### src/rtl/cnn_input_loader.sv
// cnn_input_loader: captures the weight and pixel streams from the pattern
// interface into local buffers, hands each complete image to the CNN core
// with a start/done handshake and serves registered reads of both buffers.
module cnn_input_loader #(
  parameter int DATA_W   = 15,
  parameter int N_WEIGHT = 126,
  parameter int N_PIXEL  = 64
) (
  input  logic                     clk,
  input  logic                     rst,
  input  logic                     in_valid_1,
  input  logic                     in_valid_2,
  input  logic signed [DATA_W-1:0] in_data,
  input  logic        [6:0]        w_raddr,
  output logic signed [DATA_W-1:0] w_rdata,
  input  logic        [5:0]        p_raddr,
  output logic signed [DATA_W-1:0] p_rdata,
  output logic                     weights_ready,
  output logic                     img_start,
  input  logic                     core_done,
  output logic                     busy,
  output logic        [2:0]        err_flags
);

  localparam logic [2:0] S_IDLE     = 3'd0;
  localparam logic [2:0] S_LOAD_W   = 3'd1;
  localparam logic [2:0] S_WAIT_IMG = 3'd2;
  localparam logic [2:0] S_LOAD_IMG = 3'd3;
  localparam logic [2:0] S_COMPUTE  = 3'd4;

  localparam logic [6:0] WCNT_FULL = 7'(N_WEIGHT);
  localparam logic [5:0] PIX_LAST  = 6'(N_PIXEL - 1);

  logic [2:0]        state;
  logic [6:0]        wcnt;
  logic [5:0]        pcnt;
  logic [DATA_W-1:0] weight_mem [0:N_WEIGHT-1];
  logic [DATA_W-1:0] pixel_mem  [0:N_PIXEL-1];

  logic       w_we;
  logic       p_we;
  logic       pix_reject;
  logic [6:0] w_waddr;
  logic [5:0] p_waddr;

  // The first beat of a burst always lands at index 0; later beats use the counter.
  assign w_waddr = (state == S_LOAD_W)   ? wcnt : 7'd0;
  assign p_waddr = (state == S_LOAD_IMG) ? pcnt : 6'd0;

  // Decide which beats are stored and which pixel beats are rejected this cycle.
  always_comb begin
    w_we       = 1'b0;
    p_we       = 1'b0;
    pix_reject = 1'b0;
    case (state)
      S_IDLE: begin
        w_we       = in_valid_1;
        pix_reject = in_valid_2;
      end
      S_LOAD_W: begin
        w_we       = in_valid_1 && (wcnt < WCNT_FULL);
        pix_reject = in_valid_2;
      end
      S_WAIT_IMG: begin
        w_we       = in_valid_1;
        p_we       = in_valid_2 && !in_valid_1;
        pix_reject = in_valid_2 && in_valid_1;
      end
      S_LOAD_IMG: begin
        p_we       = in_valid_2 && !in_valid_1;
        pix_reject = in_valid_2 && in_valid_1;
      end
      S_COMPUTE: begin
        pix_reject = in_valid_2;
      end
      default: begin
        pix_reject = in_valid_2;
      end
    endcase
  end

  // Buffer writes; contents deliberately survive reset.
  always_ff @(posedge clk) begin
    if (w_we) weight_mem[w_waddr] <= in_data;
    if (p_we) pixel_mem[p_waddr]  <= in_data;
  end

  // Registered read ports; weight addresses past the last word read as zero.
  always_ff @(posedge clk or posedge rst) begin
    if (rst) begin
      w_rdata <= '0;
      p_rdata <= '0;
    end else begin
      w_rdata <= (w_raddr < WCNT_FULL) ? weight_mem[w_raddr] : '0;
      p_rdata <= pixel_mem[p_raddr];
    end
  end

  // Load/compute sequencing, handshake outputs and sticky protocol errors.
  always_ff @(posedge clk or posedge rst) begin
    if (rst) begin
      state         <= S_IDLE;
      wcnt          <= '0;
      pcnt          <= '0;
      weights_ready <= 1'b0;
      img_start     <= 1'b0;
      busy          <= 1'b0;
      err_flags     <= '0;
    end else begin
      img_start <= 1'b0;
      if (pix_reject) err_flags[2] <= 1'b1;
      case (state)
        S_IDLE, S_WAIT_IMG: begin
          if (in_valid_1) begin
            wcnt          <= 7'd1;
            weights_ready <= 1'b0;
            state         <= S_LOAD_W;
          end else if (in_valid_2 && state == S_WAIT_IMG) begin
            pcnt  <= 6'd1;
            busy  <= 1'b1;
            state <= S_LOAD_IMG;
          end
        end
        S_LOAD_W: begin
          if (in_valid_1) begin
            if (wcnt < WCNT_FULL) wcnt <= wcnt + 7'd1;
            else                  err_flags[0] <= 1'b1;
          end else if (wcnt == WCNT_FULL) begin
            weights_ready <= 1'b1;
            state         <= S_WAIT_IMG;
          end else begin
            err_flags[0]  <= 1'b1;
            weights_ready <= 1'b0;
            state         <= S_IDLE;
          end
        end
        S_LOAD_IMG: begin
          if (in_valid_1) err_flags[0] <= 1'b1;
          if (!in_valid_2) begin
            err_flags[1] <= 1'b1;
            busy         <= 1'b0;
            pcnt         <= '0;
            state        <= S_WAIT_IMG;
          end else if (p_we) begin
            if (pcnt == PIX_LAST) begin
              img_start <= 1'b1;
              pcnt      <= '0;
              state     <= S_COMPUTE;
            end else begin
              pcnt <= pcnt + 6'd1;
            end
          end
        end
        S_COMPUTE: begin
          if (in_valid_1) err_flags[0] <= 1'b1;
          if (core_done) begin
            busy  <= 1'b0;
            state <= S_WAIT_IMG;
          end
        end
        default: begin
          state <= S_IDLE;
        end
      endcase
    end
  end

endmodule

### config.mk
export PLATFORM = sky130hd
export DESIGN_NAME = cnn_input_loader
export DESIGN_NICKNAME = d
export VERILOG_FILES = /design/src/rtl/cnn_input_loader.sv
export SDC_FILE = /design/constraint.sdc
export NUM_CORES = 2
export LEC_CHECK = 0
export CORE_ASPECT_RATIO = 1.5
export CORE_UTILIZATION = 49
export CTS_CLUSTER_DIAMETER = 150
export DETAILED_ROUTE_END_ITERATION = 8
export PLACE_DENSITY = 0.63
export SLEW_MARGIN = 20
export SYNTH_ARGS = -nofsm -noshare
export SYNTH_HDL_FRONTEND = slang
export SYNTH_SLANG_ARGS = --single-unit
### constraint.sdc
create_clock -name clk -period 8 [get_ports clk]
set_clock_uncertainty 0.1 [all_clocks]
set_input_delay 0.8 -clock clk [delete_from_list [all_inputs] [get_ports clk]]
set_output_delay 0.8 -clock clk [all_outputs]
set_load 0.01 [all_outputs]
==> Word-level counts from Yosys, hierarchy flattened <==
Memory sizes are Yosys's and may differ from the RTL's. A register that Yosys moved wholly into a read port is not among the register bits.
Index checks and enable logic that the tools add are counted.
{ "classes": {"div": 0, "magnitude_cmp": 2, "n_eq_ne": 20, "bitwise": 1, "mul": 0, "shifts": 0, "add_sub_neg": 2, "n_reduce_logical": 20, "muxes": 47} }
{ "ops": {"columns": ["cell", "n"], "rows": [
  ["6-bit 2-to-1 mux", 6],
  ["7-bit 2-to-1 mux", 4],
  ["1-bit 2-to-1 mux", 21],
  ["3-bit 2-to-1 mux", 7],
  ["15-bit 2-to-1 mux", 1],
  ["7-bit less-than comparator (second input constant)", 2],
  ["7-bit one-hot mux with 2 select lines", 1],
  ["3-bit one-hot mux with 4 select lines", 1],
  ["6-bit one-hot mux with 2 select lines", 1],
  ["4-bit AND reduction", 3],
  ["2-bit != test (second input constant)", 5],
  ["5-bit AND reduction", 2],
  ["3-bit != test (second input constant)", 3],
  ["2-bit by 1-bit != test with 1-bit output (second input constant)", 4],
  ["7-bit by 1-bit adder with 7-bit output (second input constant)", 1],
  ["7-bit == test (second input constant)", 1],
  ["6-bit by 1-bit adder with 6-bit output (second input constant)", 1],
  ["3-bit by 2-bit == test with 1-bit output (second input constant)", 2],
  ["6-bit == test (second input constant)", 1],
  ["1-bit one-hot mux with 2 select lines", 3],
  ["2-bit nonzero test", 3],
  ["2-bit OR reduction", 3],
  ["1-bit logical AND", 4],
  ["3-bit by 1-bit == test with 1-bit output (second input constant)", 1],
  ["11 further kinds", 11]
]} }
{ "totals": {"elab_cells": 104, "output_inout_bits": 36, "mem_bits_ro": 0, "ramBits": 2850, "register_bits": 37, "latchBits": 0, "memories": 2} }
{ "memory_table": {"columns": ["name", "words", "word_bits", "rd", "rd_ports_with_merged_regs", "wr", "line", "source"], "rows": [
  ["weight_mem", 126, 15, 1, 0, 1, "37", "logic [DATA_W-1:0] weight_mem [0:N_WEIGHT-1];"],
  ["pixel_mem", 64, 15, 1, 1, 1, "38", "logic [DATA_W-1:0] pixel_mem [0:N_PIXEL-1];"]
]} }

==> Depth between registers and ports, before layout <==
{ "logic_depth": {"word_depth": 6, "ltp_mapped": 13, "depth_no_buf": 7} }

==> Least setup slack after synthesis <==
No wires, ideal clock.
{ "synth_path": {"path_type": "input -> register", "start": "input port in_valid_1", "end": "memory pixel_mem[60][0] (enable)", "n_path_buf": 2, "t_arrival_ps": 2966, "cell_stages": 8, "setup_slack_ps": 4528, "path_cell_list": "clkbuf_1 -> nor2_1 -> nand3_1 -> or3_1 -> clkbuf_1 -> inv_1 -> nand2_1 -> nor3_1"} }
{ "synth_via": {"elab_chain_cells": 5} }
{ "synth_rtl": {"columns": ["element", "line", "source"], "rows": [
  ["start: declaration", "11", "input logic in_valid_1,"],
  ["1-bit logical NOT", "66, 70", null],
  ["1-bit logical AND", "66, 70", null],
  ["1-bit 2-to-1 mux", null, null],
  ["1-bit 2-to-1 mux", "85", "if (p_we) pixel_mem[p_waddr] <= in_data;"],
  ["1-bit 2-to-1 mux (not written as such)", "85", null],
  ["end: declaration", "38", null]
]} }
Every way passes these cells.

==> summary.txt <==
Placement
  – DP HPWL: 169000 µm
  – Gp weighted congestion: 0.887
  – Dpl ws: 3.34 ns
  – Placed Cells incl. Taps: 8071
  – Input/output buffers: 68

Yosys
  – Post-Synthesis Mean Instance Area: 22.3 µm²
  – Leading area contributor after synthesis: edfxtp_1
  – Share of the yosys chip area belonging to registers: 77.8%
  – Top cell type's share of synthesized area: 76.6%
  – Syn nets: 5045
  – FF+latch count, synth: 2902
  – Dominant synthesized flop cell: edfxtp_1
  – Unique masters post-synth: 57
  – Post-synth EDFFs: 2850
  – Ys Warns: 0
  – Mapped Area: 112000 µm²
  – Synth top area cells: edfxtp_1 (77%), mux4_2 (14%), mux2i_1 (2.3%)
  – Mapped Cells: 5009
  – Ys async rst share: 1.79%

Routing
  – Vias per cell: 6.18
  – DRC: 0
  – Routed WL per cell: 33.2 µm
  – Vias post-DR: 52900
  – Detail Route Antenna Nets: 0
  – Initial DRC Count: 5304
  – First-pass DRT Iterations: 7
  – Total wire length: 284000 µm

STA
  – Final hold vios: 0
  – Slew HR: 16.9%
  – Setup-failing EPs final: 0
  – Highest Clock Rate: 265 MHz
  – Final slew viol count: 0
  – Worst Slack Setup Final: 4.23 ns
  – Final Cycle Share: 47.1%
  – Total negative slack: 0 ns
  – Crit path time final: 3.77 ns
  – Slew @ Worst Pin: 1.24 ns
  – RSZ-0062 raised after global routing: false

Clock network
  – Num CTS Buffers: 277
  – PostCTS Resize Cnt: 0
  – Clock transition at the registers of the reported paths: 0.06 ns
  – Post-CTS setup buffers: 0
  – Worst-skew pair later-pin latency: 0.83 ns
  – Root Driver: clkbuf_16
  – CTS tree: yes
  – CTS Hold Buffers Added: 0
  – CTS sink cnt: 2902
  – H-Tree Depth: 5
  – Bufs on Longest Clock Path: 4

Layout
  – Layout cell share with drive strength beyond 1: 26.0%
  – NumNets Final: 5364
  – Commonest non-fill, non-tap cell in the layout: edfxtp_1
  – Fin util: 55.5%
  – Most frequent cells in the layout: edfxtp_1 (2850), mux4_2 (707), clkbuf_16 (287)
  – Fin cells: 8562
  – Synth-to-layout area growth: 12.6%

Global routing
  – Largest net degree at the start of global routing: 112
  – Initial antenna violation count: 7
  – Grt ovf: 0
  – Vias in the first global route: 54800
  – All-Layer GR Usage: 24.9%
  – First-pass GRT wire length: 405000 µm

Pwr
  – Max VDD drop: 0.000187 V
  – Lkg Pwr: 39.7 nW
  – P per Cell Area: 252 nW/µm²

Setup path
  – Crit Path Class: in2reg
  – CP Buf/Inv Count: 2
  – Family with the most delay on the worst path: buffers and inverters
  – Worst Setup SP: p_raddr[0]
  – RR Startpoint: state[0]
  – Critical path launch point type: primary input
  – Worst path cell trace: buf_8, buf_4, mux4_2, mux4_2, nor2b_1, a211oi_1, a21oi_1
  – Worst path slowest cell: buf_4
  – Endpoint class of the critical path: register
  – WP data required: 8.56 ns
  – R2r endpoint: weight_mem[56][3]
  – CP max FO: 65
  – Worst Path Arrival: 4.33 ns
  – R2r setup slk: 4.24 ns
  – Slowest stage delay, CP: 0.86 ns
  – Most frequent CP cell: mux4_2
  – R2R depth: 7

Floorplanning
  – Die width: 392 µm
  – Core footprint: 227000 µm²
  – I/O pin count: 69
  – Initial Util: 49.3%
  – Cell Rows: 214
  – Die ar.: 230000 µm²
  – Die H: 587 µm

Hold path
  – Min-delay src: in_data[12]
  – Hold depth: 1
  – Worst Hold End: pixel_mem[34][12]
  – Worst hold path type: in2reg

Run
  – # Max-Cap Violations: 0

Status
  – Status: finished, final reports clean
==> registers in the layout (all words and copies together) (netlist names) <==
signal         cells
pcnt               6
state              3
weights_ready      1
img_start          1
weight_mem      1890
w_rdata           15
pixel_mem        960
busy               1
wcnt               7
p_rdata           15
err_flags          3
==> per-stage QoR <==
step                      total power [mW]  cell area (µm²)  hold slack [ns]
final                                 31.7           126000            0.353
after global routing                  32.5           126000            0.362
after CTS                             31.9           126000            0.342
after detailed placement              19.1           117000            0.360
after global placement                19.0           117000            0.355
after floorplan                       18.2           112000            0.393
==> how the worst max path moves through the flow <==
stage,to,depth (start not counted)
6_report,p_rdata[7],7
5_1_grt,p_rdata[7],7
4_1_cts,p_rdata[12],7
3_5_place_dp,p_rdata[12],7
3_3_place_gp,p_rdata[12],7
2_1_floorplan,pixel_mem[60][0],8
==> layout make-up <==
type                    instances  area [µm²]
fillers                     16900      101000
flip-flops and latches       2902       86900
multi-input cells            1816       23500
clock buffers                 357        7470
well taps                    3024        3780
repair buffers                321        2780
clock inverters               129        1330
inverters                      10        37.5
diodes                          3        7.51
==> power by group <==
group          total [mW]  internal [mW]  switching, mW  leakage [nW]
combinational        1.83          0.636           1.19          9.12
clock                13.0           7.38           5.57          4.30
sequential           16.9           16.8          0.109          26.2
==> kinds of logic after synthesis <==
kind of cell	Yosys count	share of synthesized area [%]
buf+inv	291	1.38
fa+ha+maj	3	0.0336
flops	2902	77.8
mux	986	16.8
compound gates	344	2.12
xor+xnor	5	0.0392
simple gates	478	1.90
==> routing by layer <==
| layer | GRT usage [%] | vias to the layer above | routed length [µm] |
|---|---|---|---|
| li1 | - | 21800 | - |
| met1 | 30.1 | 28400 | 101000 |
| met2 | 43.3 | 2145 | 149000 |
| met3 | 3.52 | 575 | 17100 |
| met4 | 13.4 | 2 | 17400 |
| met5 | 0 | - | 20 |
==> synthesized netlist by cell type, types with 7 or more instances <==
cell and instances:
nor2_1 239, nand2_1 84, mux2_2 23, inv_1 9, buf_2 69, a31oi_1 17, mux4_2 707, nor3_1 17
nand2b_1 10, clkbuf_1 121, o221ai_1 13, dfrtp_1 52, o22ai_1 51, nand3_1 45, mux2i_1 256, a2111oi_0 7
buf_4 42, a22oi_1 55, and3_1 7, buf_1 22, buf_6 27, a211oi_1 32, a21oi_1 38, o21ai_0 58
edfxtp_1 2850, and2_1 11, nor2b_1 36, a221oi_1 24
==> worst register-to-register path, stage by stage (launching register included) <==
cell	delay, ns
dfrtp_1	0.63
or3b_2	0.68
a211oi_1	0.37
or2_2	0.28
o21ai_2	0.07
buf_4	0.27
nor2_1	0.72
buf_4	0.34
No activity file was read; power rests on OpenSTA's default activity.
